[config.mk]
export PLATFORM = sky130hd
export DESIGN_NAME = snn_inference_ctrl
export DESIGN_NICKNAME = d
export VERILOG_FILES = /design/src/rtl/snn_inference_ctrl.sv
export SDC_FILE = /design/constraint.sdc
export NUM_CORES = 1
export LEC_CHECK = 0
export CORE_UTILIZATION = 41
export CTS_CLUSTER_DIAMETER = 120
export CTS_CLUSTER_SIZE = 8
export DETAILED_ROUTE_END_ITERATION = 7
export GPL_ROUTABILITY_DRIVEN = 1
export GPL_TIMING_DRIVEN = 1
export PLACE_DENSITY = 0.57
export SLEW_MARGIN = 20
export SYNTH_ARGS = -nofsm -noshare
export SYNTH_HDL_FRONTEND = slang
export SYNTH_SLANG_ARGS = --single-unit
[constraint.sdc]
create_clock -name clk -period 5.7 [get_ports clk]
set_clock_uncertainty 0.05 [all_clocks]
set_input_delay 1.14 -clock clk [delete_from_list [all_inputs] [get_ports clk]]
set_output_delay 1.14 -clock clk [all_outputs]
set_load 0.02 [all_outputs]
[src/rtl/snn_inference_ctrl.sv]
// snn_inference_ctrl
//   Sequences one spiking-network inference of NUM_STEPS timesteps through an
//   external layer stack. It takes one input spike frame per timestep, pulses
//   the stack once per timestep and accumulates output spikes per class. It
//   then reports the class with the most spikes (ties go to the lowest index)
//   over a result handshake.
//
// Ports
//   clk, reset_n      clock (rising edge), asynchronous active-low reset
//   in_valid/in_ready input frame handshake, in_spike carries the frame
//   stack_spike       registered frame presented to the layer stack
//   stack_clear       1-cycle pulse, clear membrane potentials
//   stack_step        1-cycle pulse, advance the stack one timestep
//   stack_out         stack output spikes, qualified by stack_valid
//   result_valid/_ready, result_class, result_count   result handshake
//   err_timeout       sticky, a step got no stack_valid in time
//   err_unexpected    sticky, stack_valid arrived while no step was pending
//
// state  | meaning
// -------+-------------------------------------------------------------
// IDLE   | leaving reset, go to CLEAR next cycle
// CLEAR  | stack_clear pulse, zero step and class counters
// FETCH  | in_ready=1, wait for the next input frame
// ISSUE  | stack_step pulse, stack_valid already sampled here
// WAIT   | wait for stack_valid or the timeout
// ARGMAX | scan one class per cycle for the largest count
// DONE   | result_valid=1, hold the result until result_ready
module snn_inference_ctrl #(
  parameter int IN_WIDTH  = 8,
  parameter int OUT_WIDTH = 8,
  parameter int NUM_STEPS = 16,
  parameter int TIMEOUT   = 64,
  localparam int CNT_W = $clog2(NUM_STEPS + 1),
  localparam int CLS_W = (OUT_WIDTH > 1) ? $clog2(OUT_WIDTH) : 1
) (
  input  logic                 clk,
  input  logic                 reset_n,
  input  logic                 in_valid,
  output logic                 in_ready,
  input  logic [IN_WIDTH-1:0]  in_spike,
  output logic [IN_WIDTH-1:0]  stack_spike,
  output logic                 stack_clear,
  output logic                 stack_step,
  input  logic [OUT_WIDTH-1:0] stack_out,
  input  logic                 stack_valid,
  output logic                 result_valid,
  input  logic                 result_ready,
  output logic [CLS_W-1:0]     result_class,
  output logic [CNT_W-1:0]     result_count,
  output logic                 err_timeout,
  output logic                 err_unexpected
);

  // The timeout counter never needs to hold more than TIMEOUT-1.
  localparam int TMO_W = (TIMEOUT > 1) ? $clog2(TIMEOUT) : 1;
  localparam logic [TMO_W-1:0] TMO_LAST  = TMO_W'(TIMEOUT - 1);
  localparam logic [CNT_W-1:0] STEP_LAST = CNT_W'(NUM_STEPS - 1);
  localparam logic [CLS_W-1:0] CLS_LAST  = CLS_W'(OUT_WIDTH - 1);

  typedef enum logic [2:0] {
    S_IDLE,
    S_CLEAR,
    S_FETCH,
    S_ISSUE,
    S_WAIT,
    S_ARGMAX,
    S_DONE
  } state_t;

  state_t                           state;
  logic [CNT_W-1:0]                 step;
  logic [OUT_WIDTH-1:0][CNT_W-1:0]  cnt;
  logic [TMO_W-1:0]                 tmo;
  logic [CLS_W-1:0]                 scan;
  logic                             step_pending;
  logic                             step_done;

  assign stack_clear  = (state == S_CLEAR);
  assign stack_step   = (state == S_ISSUE);
  assign in_ready     = (state == S_FETCH);
  assign result_valid = (state == S_DONE);

  // A step ends on the stack's answer or on the timeout; the answer wins if
  // both coincide.
  assign step_pending = (state == S_ISSUE) || (state == S_WAIT);
  assign step_done    = step_pending && (stack_valid || (tmo == TMO_LAST));

  always_ff @(posedge clk or negedge reset_n) begin
    if (!reset_n) begin
      state          <= S_IDLE;
      step           <= '0;
      cnt            <= '0;
      tmo            <= '0;
      scan           <= '0;
      stack_spike    <= '0;
      result_class   <= '0;
      result_count   <= '0;
      err_timeout    <= 1'b0;
      err_unexpected <= 1'b0;
    end else begin
      if (stack_valid && !step_pending) begin
        err_unexpected <= 1'b1;
      end

      case (state)
        S_IDLE: begin
          state <= S_CLEAR;
        end

        S_CLEAR: begin
          step  <= '0;
          cnt   <= '0;
          state <= S_FETCH;
        end

        S_FETCH: begin
          if (in_valid) begin
            stack_spike <= in_spike;
            tmo         <= '0;
            state       <= S_ISSUE;
          end
        end

        S_ISSUE, S_WAIT: begin
          state <= S_WAIT;
          if (stack_valid) begin
            for (int i = 0; i < OUT_WIDTH; i++) begin
              cnt[i] <= cnt[i] + CNT_W'(stack_out[i]);
            end
            tmo <= '0;
          end else if (tmo == TMO_LAST) begin
            // Missing answer counts as a step with no output spikes.
            err_timeout <= 1'b1;
            tmo         <= '0;
          end else begin
            tmo <= tmo + 1'b1;
          end

          if (step_done) begin
            if (step == STEP_LAST) begin
              scan         <= '0;
              result_class <= '0;
              result_count <= '0;
              state        <= S_ARGMAX;
            end else begin
              step  <= step + 1'b1;
              state <= S_FETCH;
            end
          end
        end

        S_ARGMAX: begin
          // Strictly greater keeps the lowest index on ties.
          if (cnt[scan] > result_count) begin
            result_class <= scan;
            result_count <= cnt[scan];
          end
          if (scan == CLS_LAST) begin
            state <= S_DONE;
          end else begin
            scan <= scan + 1'b1;
          end
        end

        S_DONE: begin
          if (result_ready) begin
            state <= S_CLEAR;
          end
        end

        default: begin
          state <= S_IDLE;
        end
      endcase
    end
  end

endmodule

# --- After elaboration in Yosys (flattened, before gate mapping) ---
# Cells that the tools add are included.
totals:
  inputBits: 21
  ff_bits: 75
  out_inout_bits: 22
classes:
  n_reduce_logical: 18
  eq_ne: 18
  n_mux: 27
  n_bitwise: 1
  n_lt_le_gt_ge: 2
  n_addsub: 11
ops:
  columns: ["operator", "n"]
  rows:
  - ["case mux 40 bit (2 select lines)", 1]
  - ["adder 5 x 1 -> 5 bit", 8]
  - ["2-to-1 mux 40 bit", 1]
  - ["2-to-1 mux 5 bit", 6]
  - ["2-to-1 mux 3 bit", 9]
  - ["case mux 5 bit (2 select lines)", 2]
  - ["2-to-1 mux 6 bit", 3]
  - ["case mux 3 bit (6 select lines)", 1]
  - ["!= test 2 bit (second input constant)", 8]
  - ["binary-select mux 5 bit (select 3 bit)", 1]
  - ["== test 3 bit (second input constant)", 4]
  - ["case mux 3 bit (2 select lines)", 2]
  - ["case mux 6 bit (2 select lines)", 1]
  - ["AND reduction 3 bit", 3]
  - ["AND reduction 4 bit", 2]
  - ["adder 6 x 1 -> 6 bit (second input constant)", 1]
  - ["== test 3 x 2 -> 1 bit (second input constant)", 2]
  - ["== test 6 bit (second input constant)", 1]
  - ["AND reduction 2 bit", 3]
  - ["nonzero test 2 bit", 3]
  - ["adder 5 x 1 -> 5 bit (second input constant)", 1]
  - ["== test 5 x 4 -> 1 bit (second input constant)", 1]
  - ["> comparator 5 bit", 1]
  - ["< comparator 3 x 4 -> 1 bit (second input constant)", 1]
  - ["other kinds (9)", 11]

# --- Longest topological paths before layout ---
# Gate-level depths: netlist of the first run.
depth:
  depth_word: 5
  depth_mapped: 10

# --- Least setup slack after synthesis of the first run ---
# Ideal clock, no wire load.
synth_timing:
  kind: "reg-to-reg"
  start: "reg scan[0]"
  end: "reg result_count[1]"
  path_stages_with_launch: 11
  path_buffers: 2
  setup_time_ns: 0.121
  synth_period_minus_slack_ns: 2.894
  arrival_time_ns: 2.723
  path_slack_ns: 2.806
  cell_sequence: "dfrtp_1 buf_2 mux4_2 mux2_2 ha_1 nor2b_1 o31ai_1 a22oi_1 and2_1 clkbuf_1 a22o_1"
synth_via:
  elab_chain_cells: 5
  elab_cells_between_ends: 7
  classes_between: "order compare (1); eq/ne (1); mux (4); reduce/logical (1)"
synth_rtl:
  columns: ["item", "line", "source"]
  rows:
  - ["start: declaration", "74", "logic [CLS_W-1:0] scan;"]
  - ["start signal: assignment", "161", "scan <= scan + 1'b1;"]
  - ["binary-select mux 5 bit (select 3 bit) *", "154, 156", null]
  - ["2-to-1 mux 5 bit (implied by the code) *", "154, 156", null]
  - ["> comparator 5 bit", "154", "if (cnt[scan] > result_count) begin"]
  - ["!= test 2 bit (no line)", null, null]
  - ["AND reduction 4 bit (no line)", null, null]
  - ["end signal: assignment", "156", "result_count <= cnt[scan];"]
  - ["end: declaration", "49", "output logic [CNT_W-1:0] result_count,"]
# Mark *: on every way between the ends. The rest lies on a longest branch, timed or not. The select of a mux whose other input is x is not followed.
# A chain may end at the register's enable or synchronous reset.

# --- Final worst setup path of the first run ---
layout_timing:
  start: "reg state[2]"
  end: "out stack_clear"
layout_via:
  elab_chain_cells: 1
layout_rtl:
  columns: ["item", "line", "source"]
  rows:
  - ["start: declaration", "70", "state_t state;"]
  - ["start signal: assignment", "90", "state <= S_IDLE;"]
  - ["start signal: assignment", "107", "state <= S_CLEAR;"]
  - ["start signal: assignment", "113", "state <= S_FETCH;"]
  - ["== test 3 x 1 -> 1 bit", "78", "assign stack_clear = (state == S_CLEAR);"]
  - ["end: declaration", "42", "output logic stack_clear,"]
# No other way between the ends.

==> qor.yml, run 1 <==
area_delta_synth_final_pct: 19.3
io_pins: 43
min_path_cells: 1
synthXorXnorAreaFrac_pct: 3.16
drt_iter0_drc: 101
max_freq_mhz: 255
min_path_type: "reg2reg"
holdBufCountCts: 0
fin_hold_ws_ns: 0.415
io_buffers: 42
final_cell_mix: "dfrtp_1, nand2_1, clkdlybuf4s50_1"
status: "complete, no violations"
dp_hpwl_mm: 5.48
cts_buffers: 9
critPathRequiredTime_ns: 4.51
min_period_ns: 3.92
fin_crit_sh_pct: 68.7
clk_path_buf_depth: 2
rr_worst_depth: 8
endpoint_kind: "output pin"
hold_viol: 0
htreeDepth: 3
syn_avg_cell_area_sq_um: 10.6
final_common_cell: "dfrtp_1"
power_density_nw_per_um2: 422
start_kind: "flip-flop"
vias: 2827
cts_tree: "done"
start_util_pct: 42.3
synth_area_leaders: "dfrtp_1, ha_1, mux4_2, o21ai_0, nand2_1"
synth_simple_gate_area_share_pct: 15.0
ys_seq_area_share_pct: 48.3
core_sq_um: 9200
die_area_sq_um: 9870
layout-drive-gt1-share_pct: 10.9
worst_pin_slew_ns: 0.938
synth_top_area_cell: "dfrtp_1"
synth_compound_area_share_pct: 12.1
grt_pass1_wl_mm: 13.5
dieWidth_microns: 99.4
cts-root-buf: "clkbuf_8"
setup-tns-final_ns: 0
antenna_found_initial: 0
fin_nets: 453
muxShareOfSynthArea_pct: 10.1
synth_top_family_by_area: "simple AND/OR/NAND/NOR gates"
dr.pass1.iters: 4
row_count: 35
worstSkewPairLatency_ns: 0.35
slew_headroom_pct: 37.5
ys_warn_count: 0
via_per_inst: 5.42
drc: 0
clkSinkCount: 75
die_h_microns: 99.4
syn_area_sq_um: 3890
critPathMaxFanout: 16
synth_seq_cells: 75
place_congestion: 0.767
p_total_mw: 1.96
path_clk_slew_ns: 0.08
ys_dominant_reg_cell: "dfrtp_1"
path_class: "reg2out"
synth_top_area_share_pct: 48.3
grt_max_degree: 76
cts_resized: 0
post_cts_buffers: 0
antenna_cells: 0
ant_nets: 0
async_reset_ff_share_pct: 100
synth_edf_count: 0
grt.total_usage_pct: 17.7
setup_violations: 0
synth_nets: 414
grt_pass1_vias: 2774
synthDistinctLibCells: 41
synth_fa_ha_area_share_pct: 8.37
synth_cells: 367
p_leak_nw: 2.08
maxCapViolCount: 0
wl_per_cell_microns: 14.9
arrival_ns: 2.73
drv_slew: 0
wl_mm: 7.78
vdd_drop_max_mv: 0.189
rsz0062_at_grt: "false"
gr-total-overflow: 0
## area by class of cell
cell class	instances	area, sq um
Clock inverter	5	100
Fill cell	860	4560
Clock buffer	11	141
Multi-Input combinational cell	263	1900
Timing Repair Buffer	44	433
Inverter	13	48.8
Sequential cell	75	1880
Tap cell	111	139
## per-layer routing
metal | share of wire (%) | vias up | routed length, microns | track usage, %
met3 | 4.8 | 6 | 375 | 4.57
met2 | 47 | 58 | 3630 | 27.2
li1 | - | 1403 | - | -
met5 | 0 | - | 0 | 0
met4 | 1.0 | 0 | 79 | 5.54
met1 | 47 | 1360 | 3700 | 24.5
## logic make-up (layout without fill, tap and decap cells)
family                   Yosys count  after routing
AND/OR/NAND/NOR                  122            122
adder cells (fa/ha/maj)           26             26
AO/OA/AOI/OAI                     76             76
flip-flops                        75             75
multiplexers                      25             25
buffers and inverters             29             73
XOR/XNOR                          14             14
## state kept, by name (all words and copies together), names as in the netlist
name,cells
step,5
stack_spike,8
scan,3
tmo,6
err_unexpected,1
cnt,40
result_count,5
result_class,3
err_timeout,1
state,3
## worst max-delay path: stages, from the launching register on
cell and delay [ns]:
dfrtp_1 0.49, nand2b_1 0.21, nand2b_1 0.45, inv_1 0.53, clkdlybuf4s50_1 0.70
## metrics by stage
stage	setup WS (ns)	util, %	area, sq um	std cells
6_report	1.78	50.4	4630	522
2_1_floorplan	2.81	-	3890	367
3_5_place_dp	2.15	47.8	4390	506
5_1_grt	1.57	50.4	4630	522
4_1_cts	1.74	50.4	4630	522
3_3_place_gp	2.19	47.8	4390	506
## worst paths after layout
kind,start,end,slack [ns]
max,state[2],stack_clear,1.78
min,err_unexpected,err_unexpected,0.41
max reg2reg,scan[0],result_count[4],2.53
min reg2reg,err_unexpected,err_unexpected,0.41
max in group asynchronous,reset_n,cnt[28],4.11
min in group asynchronous,reset_n,state[2],0.88
## cells in the mapped netlist, types with 10 or more instances
master	number
a21oi_1	10
a22o_1	11
dfrtp_1	75
ha_1	26
inv_1	13
mux2_2	14
mux4_2	10
nand2_1	44
nand3_1	19
nand4_1	16
nor2_1	22
o21ai_0	40
xor2_1	14
## report_power, final
group / total (mW) / switching (mW) / internal, mW
Combinational: 0.694 / 0.379 / 0.315
Clock: 0.499 / 0.197 / 0.302
Sequential: 0.765 / 0.130 / 0.635
Power figures use the tool's default switching activity.
==> inputs of run 2 (changes only) <==
Clock period 5.7 ns to 3.7 ns, I/O delays scaled along.
==> qor.yml, run 2 (synthesized netlist as in run 1, its figures left out) <==
p_comb_share_pct: 36.7  # +1.3 points
largest_reg_flops: 40  # unchanged
gr-total-overflow: 0  # unchanged
min_path_type: "reg2reg"
critPathMaxFanout: 13  # -3
via_per_inst: 5.41  # about the same
critPathRequiredTime_ns: 3.93  # -0.58 ns
power_density_nw_per_um2: 649  # +54%
layout-drive-gt1-share_pct: 11.8  # +0.86 points
row_count: 35  # unchanged
r2r-start: "scan[0]"
dr.pass1.iters: 4  # unchanged
place_congestion: 0.778  # +1.4%
n_fill_cell: 850  # -1.2%
die_area_sq_um: 9870  # unchanged
final_cell_mix: "dfrtp_1, nand2_1, clkdlybuf4s50_1"
reg2reg_to: "result_count[2]"
drv_slew: 0  # unchanged
cp-startpoint: "scan[0]"
slew_headroom_pct: 36.7  # -0.76 points
grt_pass1_wl_mm: 14.4  # +6.7%
p_sw_mw: 1.12  # +58%
max_flop_register: "cnt"
post_cts_buffers: 0  # unchanged
start_util_pct: 42.3  # unchanged
p_int_mw: 1.90  # +52%
vdd_drop_max_mv: 0.223  # +18%
core_sq_um: 9200  # unchanged
arrival_ns: 3.34  # +0.61 ns
finalWorstSetupSlack_ns: 0.587  # -1.20 ns
antenna_cells: 0  # unchanged
status: "complete, no violations"
multiInputGateArea_sq_um: 1900  # unchanged
holdBufCountCts: 0  # unchanged
antenna_found_initial: 0  # unchanged
io_buffers: 42  # unchanged
max_freq_mhz: 321
setup_violations: 0  # unchanged
critPathCapture: "result_count[2]"
ant_nets: 0  # unchanged
start_kind: "flip-flop"
grt.total_usage_pct: 18.7  # +1.1 points
wl_met2_mm: 3.69  # +1.7%
io_pins: 43  # unchanged
cts-root-buf: "clkbuf_8"
worstSkewPairLatency_ns: 0.34  # about the same
cts_buffers: 9  # unchanged
fin_nets: 457  # +0.88%
final_common_cell: "dfrtp_1"
worst_pin_slew_ns: 0.949  # +0.0114 ns
hold_viol: 0  # unchanged
r2r_setup_slack_ns: 0.59  # -1.94 ns
wl_met3_microns: 244  # -35%
p_clk_share_pct: 23.8  # -1.7 points
cts_tree: "done"
setup-tns-final_ns: 0  # unchanged
seqPwrFrac_pct: 39.5  # +0.4 points
wl_per_cell_microns: 15.7  # +5.5%
maxCapViolCount: 0  # unchanged
min_period_ns: 3.11
rsz0062_at_grt: "false"
swShare_pct: 37.0  # +0.89 points
die_h_microns: 99.4  # unchanged
endpoint_kind: "flip-flop"
path_clk_slew_ns: 0.08  # about the same
grt_max_degree: 76  # unchanged
pre_cts_ws_ns: 0.553  # -1.59 ns
met1_length_mm: 4.26  # +15%
path_class: "reg2reg"
dp_hpwl_mm: 5.94  # +8.3%
reg.largest.list: "cnt (40), stack_spike (8), tmo (6)"
rr_worst_depth: 7  # -1
wl_mm: 8.27  # +6.3%
htreeDepth: 3  # unchanged
routed.top_layer: "met4"
vias: 2846  # +0.67%
drt_iter0_drc: 105  # +4.0%
cts_resized: 0  # unchanged
clkSinkCount: 75  # unchanged
p_leak_nw: 2.09  # +0.44%
fin_crit_sh_pct: 84.1
clk_path_buf_depth: 2  # unchanged
area_delta_synth_final_pct: 19.7
dieWidth_microns: 99.4  # unchanged
drc: 0  # unchanged
regArea_sq_um: 1880  # unchanged
grt_pass1_vias: 2789  # +0.54%
[run 2: cell type report]
type                    count  area share (%)
clock buffers              12            3.34
clock inverters             4            1.56
inverters                  13            1.05
multi-input cells         263            40.8
flip-flops and latches     75            40.4
well taps                 111            2.99
repair buffers             48            9.95
[run 2: per-layer routing]
layer | global-route usage (%) | vias up
li1 | - | 1416
met5 | 0 | -
met2 | 28.1 | 45
met4 | 7.01 | 0
met1 | 27.5 | 1379
met3 | 2.81 | 6
[run 2: power groups by stage]
stage | combinational [mW] | sequential (mW) | clock [mW]
6_report | 1.11 | 1.19 | 0.719
3_5_place_dp | 1.12 | 1.21 | 0
3_3_place_gp | 1.11 | 1.21 | 0
5_1_grt | 1.25 | 1.23 | 0.771
4_1_cts | 1.12 | 1.20 | 0.738
2_1_floorplan | 0.735 | 1.17 | 0
[run 2: worst min path at each step]
stage,from,endpoint,slack [ns],cells after the start
6_report,err_unexpected,err_unexpected,0.41,1
3_3_place_gp,err_unexpected,err_unexpected,0.39,1
3_5_place_dp,err_unexpected,err_unexpected,0.40,1
5_1_grt,err_unexpected,err_unexpected,0.42,1
4_1_cts,err_unexpected,err_unexpected,0.41,1
2_1_floorplan,reset_n,cnt[0],0.39,0
[run 2: metrics by stage]
step / utilization (%) / area [sq um] / hold WS (ns) / total power, mW / instances
2_1_floorplan: - / 3890 / 0.394 / 1.91 / 367
3_3_place_gp: 48.1 / 4420 / 0.386 / 2.32 / 510
3_5_place_dp: 48.1 / 4420 / 0.396 / 2.33 / 510
4_1_cts: 50.6 / 4650 / 0.412 / 3.06 / 526
5_1_grt: 50.6 / 4650 / 0.424 / 3.25 / 526
6_report: 50.6 / 4650 / 0.408 / 3.02 / 526
[run 2: worst max-delay path: stages, from the launching register on]
cell	delay [ns]
dfrtp_1	0.80
mux4_2	0.59
mux2_2	0.30
ha_1	0.32
and4_1	0.21
a22oi_1	0.30
and2_1	0.32
a22o_1	0.17
==> inputs of run 3 (changes only) <==
Clock period 3.7 ns to 3.1 ns, I/O delays scaled along.
==> qor.yml, run 3 (synthesized netlist as in run 1, its figures left out) <==
layout-drive-gt1-share_pct: 12.3  # +0.45 points
cts-root-buf: "clkbuf_8"
setup-tns-final_ns: 0  # unchanged
wl_mm: 8.30  # +0.41%
antenna_found_initial: 0  # unchanged
arrival_ns: 3.07  # -0.27 ns
endpoint_kind: "flip-flop"
p_leak_nw: 2.10  # +0.51%
final_cells: 527  # +0.19%
core_sq_um: 9200  # unchanged
final_cell_mix: "dfrtp_1, nand2_1, clkdlybuf4s50_1"
fin_nets: 459  # +0.44%
worst_pin_slew_ns: 0.947  # -0.00197 ns
place_congestion: 0.809  # +3.9%
dp_cells: 512  # +0.39%
maxCapViolCount: 0  # unchanged
min_period_ns: 2.88  # -0.234 ns
row_count: 35  # unchanged
hold_viol: 0  # unchanged
area_delta_synth_final_pct: 20.1
reg.largest.list: "cnt (40), stack_spike (8), tmo (6)"
slew_headroom_pct: 36.8  # +0.13 points
cts_resized: 0  # unchanged
rsz0062_at_grt: "false"
max_freq_mhz: 347  # +8.1%
antenna_cells: 0  # unchanged
status: "complete, no violations"
worstSkewPairLatency_ns: 0.35  # about the same
dieWidth_microns: 99.4  # unchanged
die_area_sq_um: 9870  # unchanged
vdd_drop_max_mv: 0.281  # +26%
clk_path_buf_depth: 2  # unchanged
drv_slew: 0  # unchanged
regArea_sq_um: 1880  # unchanged
n_fill_cell: 838  # -1.4%
grt_pass1_wl_mm: 14.4  # -0.19%
dp_hpwl_mm: 5.93  # -0.21%
setup_violations: 0  # unchanged
cts_buffers: 9  # unchanged
critPathMaxFanout: 12  # -1
post_cts_buffers: 0  # unchanged
wl_per_cell_microns: 15.8  # +0.22%
largest_reg_flops: 40  # unchanged
max_flop_register: "cnt"
vias: 2855  # +0.32%
start_util_pct: 42.3  # unchanged
power_density_nw_per_um2: 776  # +20%
final_common_cell: "dfrtp_1"
die_h_microns: 99.4  # unchanged
cts_tree: "done"
min_path_type: "in2async"
path_class: "reg2reg"
fin_crit_sh_pct: 92.9  # +8.7 points
htreeDepth: 3  # unchanged
multiInputGateArea_sq_um: 1900  # unchanged
start_kind: "flip-flop"
io_pins: 43  # unchanged
holdBufCountCts: 0  # unchanged
critPathRequiredTime_ns: 3.29  # -0.64 ns
via_per_inst: 5.42  # +0.13%
grt.total_usage_pct: 18.9  # +0.12 points
grt_max_degree: 76  # unchanged
gr-total-overflow: 0  # unchanged
dr.pass1.iters: 4  # unchanged
ant_nets: 0  # unchanged
clkSinkCount: 75  # unchanged
path_clk_slew_ns: 0.08  # about the same
io_buffers: 42  # unchanged
grt_pass1_vias: 2825  # +1.3%
drc: 0  # unchanged
drt_iter0_drc: 104  # -0.95%
-- run 3: cell types whose count changed in the layout (fill, tap and decap cells not counted) --
cell,before,now
clkbuf_8,11,10
clkinv_2,1,2
buf_4,7,8
clkbuf_1,1,0
buf_12,0,1
-- run 3: layout make-up --
| type | count | area share, % |
|---|---|---|
| sequential | 75 | 40.2 |
| tap | 111 | 2.98 |
| clock inverter | 5 | 1.66 |
| clock buffer | 10 | 2.95 |
| inverter | 13 | 1.05 |
| multi-input combinational | 263 | 40.6 |
| timing repair buffer | 50 | 10.5 |
-- run 3: worst paths after layout --
kind / startpoint / endpoint / slack (ns) / cells after the start
min in group clk: err_timeout / err_timeout / 0.41 / 1
min: reset_n / err_unexpected / 0.36 / 1
max reg2reg: scan[0] / result_count[1] / 0.22 / 9
max: scan[0] / result_count[1] / 0.22 / 9
max in group asynchronous: reset_n / cnt[19] / 2.04 / 1
min reg2reg: err_timeout / err_timeout / 0.41 / 1
-- run 3: where the power goes --
part / internal [mW] / total [mW] / leakage [nW] / switching (mW)
combinational: 0.641 / 1.40 / 0.987 / 0.758
sequential: 1.17 / 1.39 / 1.01 / 0.224
clock: 0.468 / 0.830 / 0.108 / 0.362
-- run 3: layer usage --
metal | global-route usage, % | up-vias | share of wire [%]
met4 | 6.45 | 0 | 1.4
met1 | 28.0 | 1385 | 51
met3 | 3.65 | 11 | 2.8
met5 | 0 | - | 0
li1 | - | 1413 | -
met2 | 27.6 | 46 | 45
-- run 3: worst max-delay path, stage by stage, from the launching register on --
cell	delay [ns]
dfrtp_1	0.40
buf_12	0.17
mux4_2	0.51
mux2_2	0.32
ha_1	0.29
nor2b_1	0.13
o31ai_1	0.20
a22oi_1	0.16
and2_1	0.28
a22o_1	0.26
-- run 3: through the flow --
step           util, %  setup slack (ns)  total power [mW]  hold WS [ns]  cell area (sq um)
4_1_cts           50.7             0.225              3.67         0.408               4670
3_5_place_dp      48.4             0.245              2.84         0.395               4450
3_3_place_gp      48.4             0.327              2.81         0.387               4450
6_report          50.7             0.220              3.62         0.358               4670
5_1_grt           50.7            0.0507              3.89         0.446               4670
2_1_floorplan        -             0.206              2.28         0.274               3890
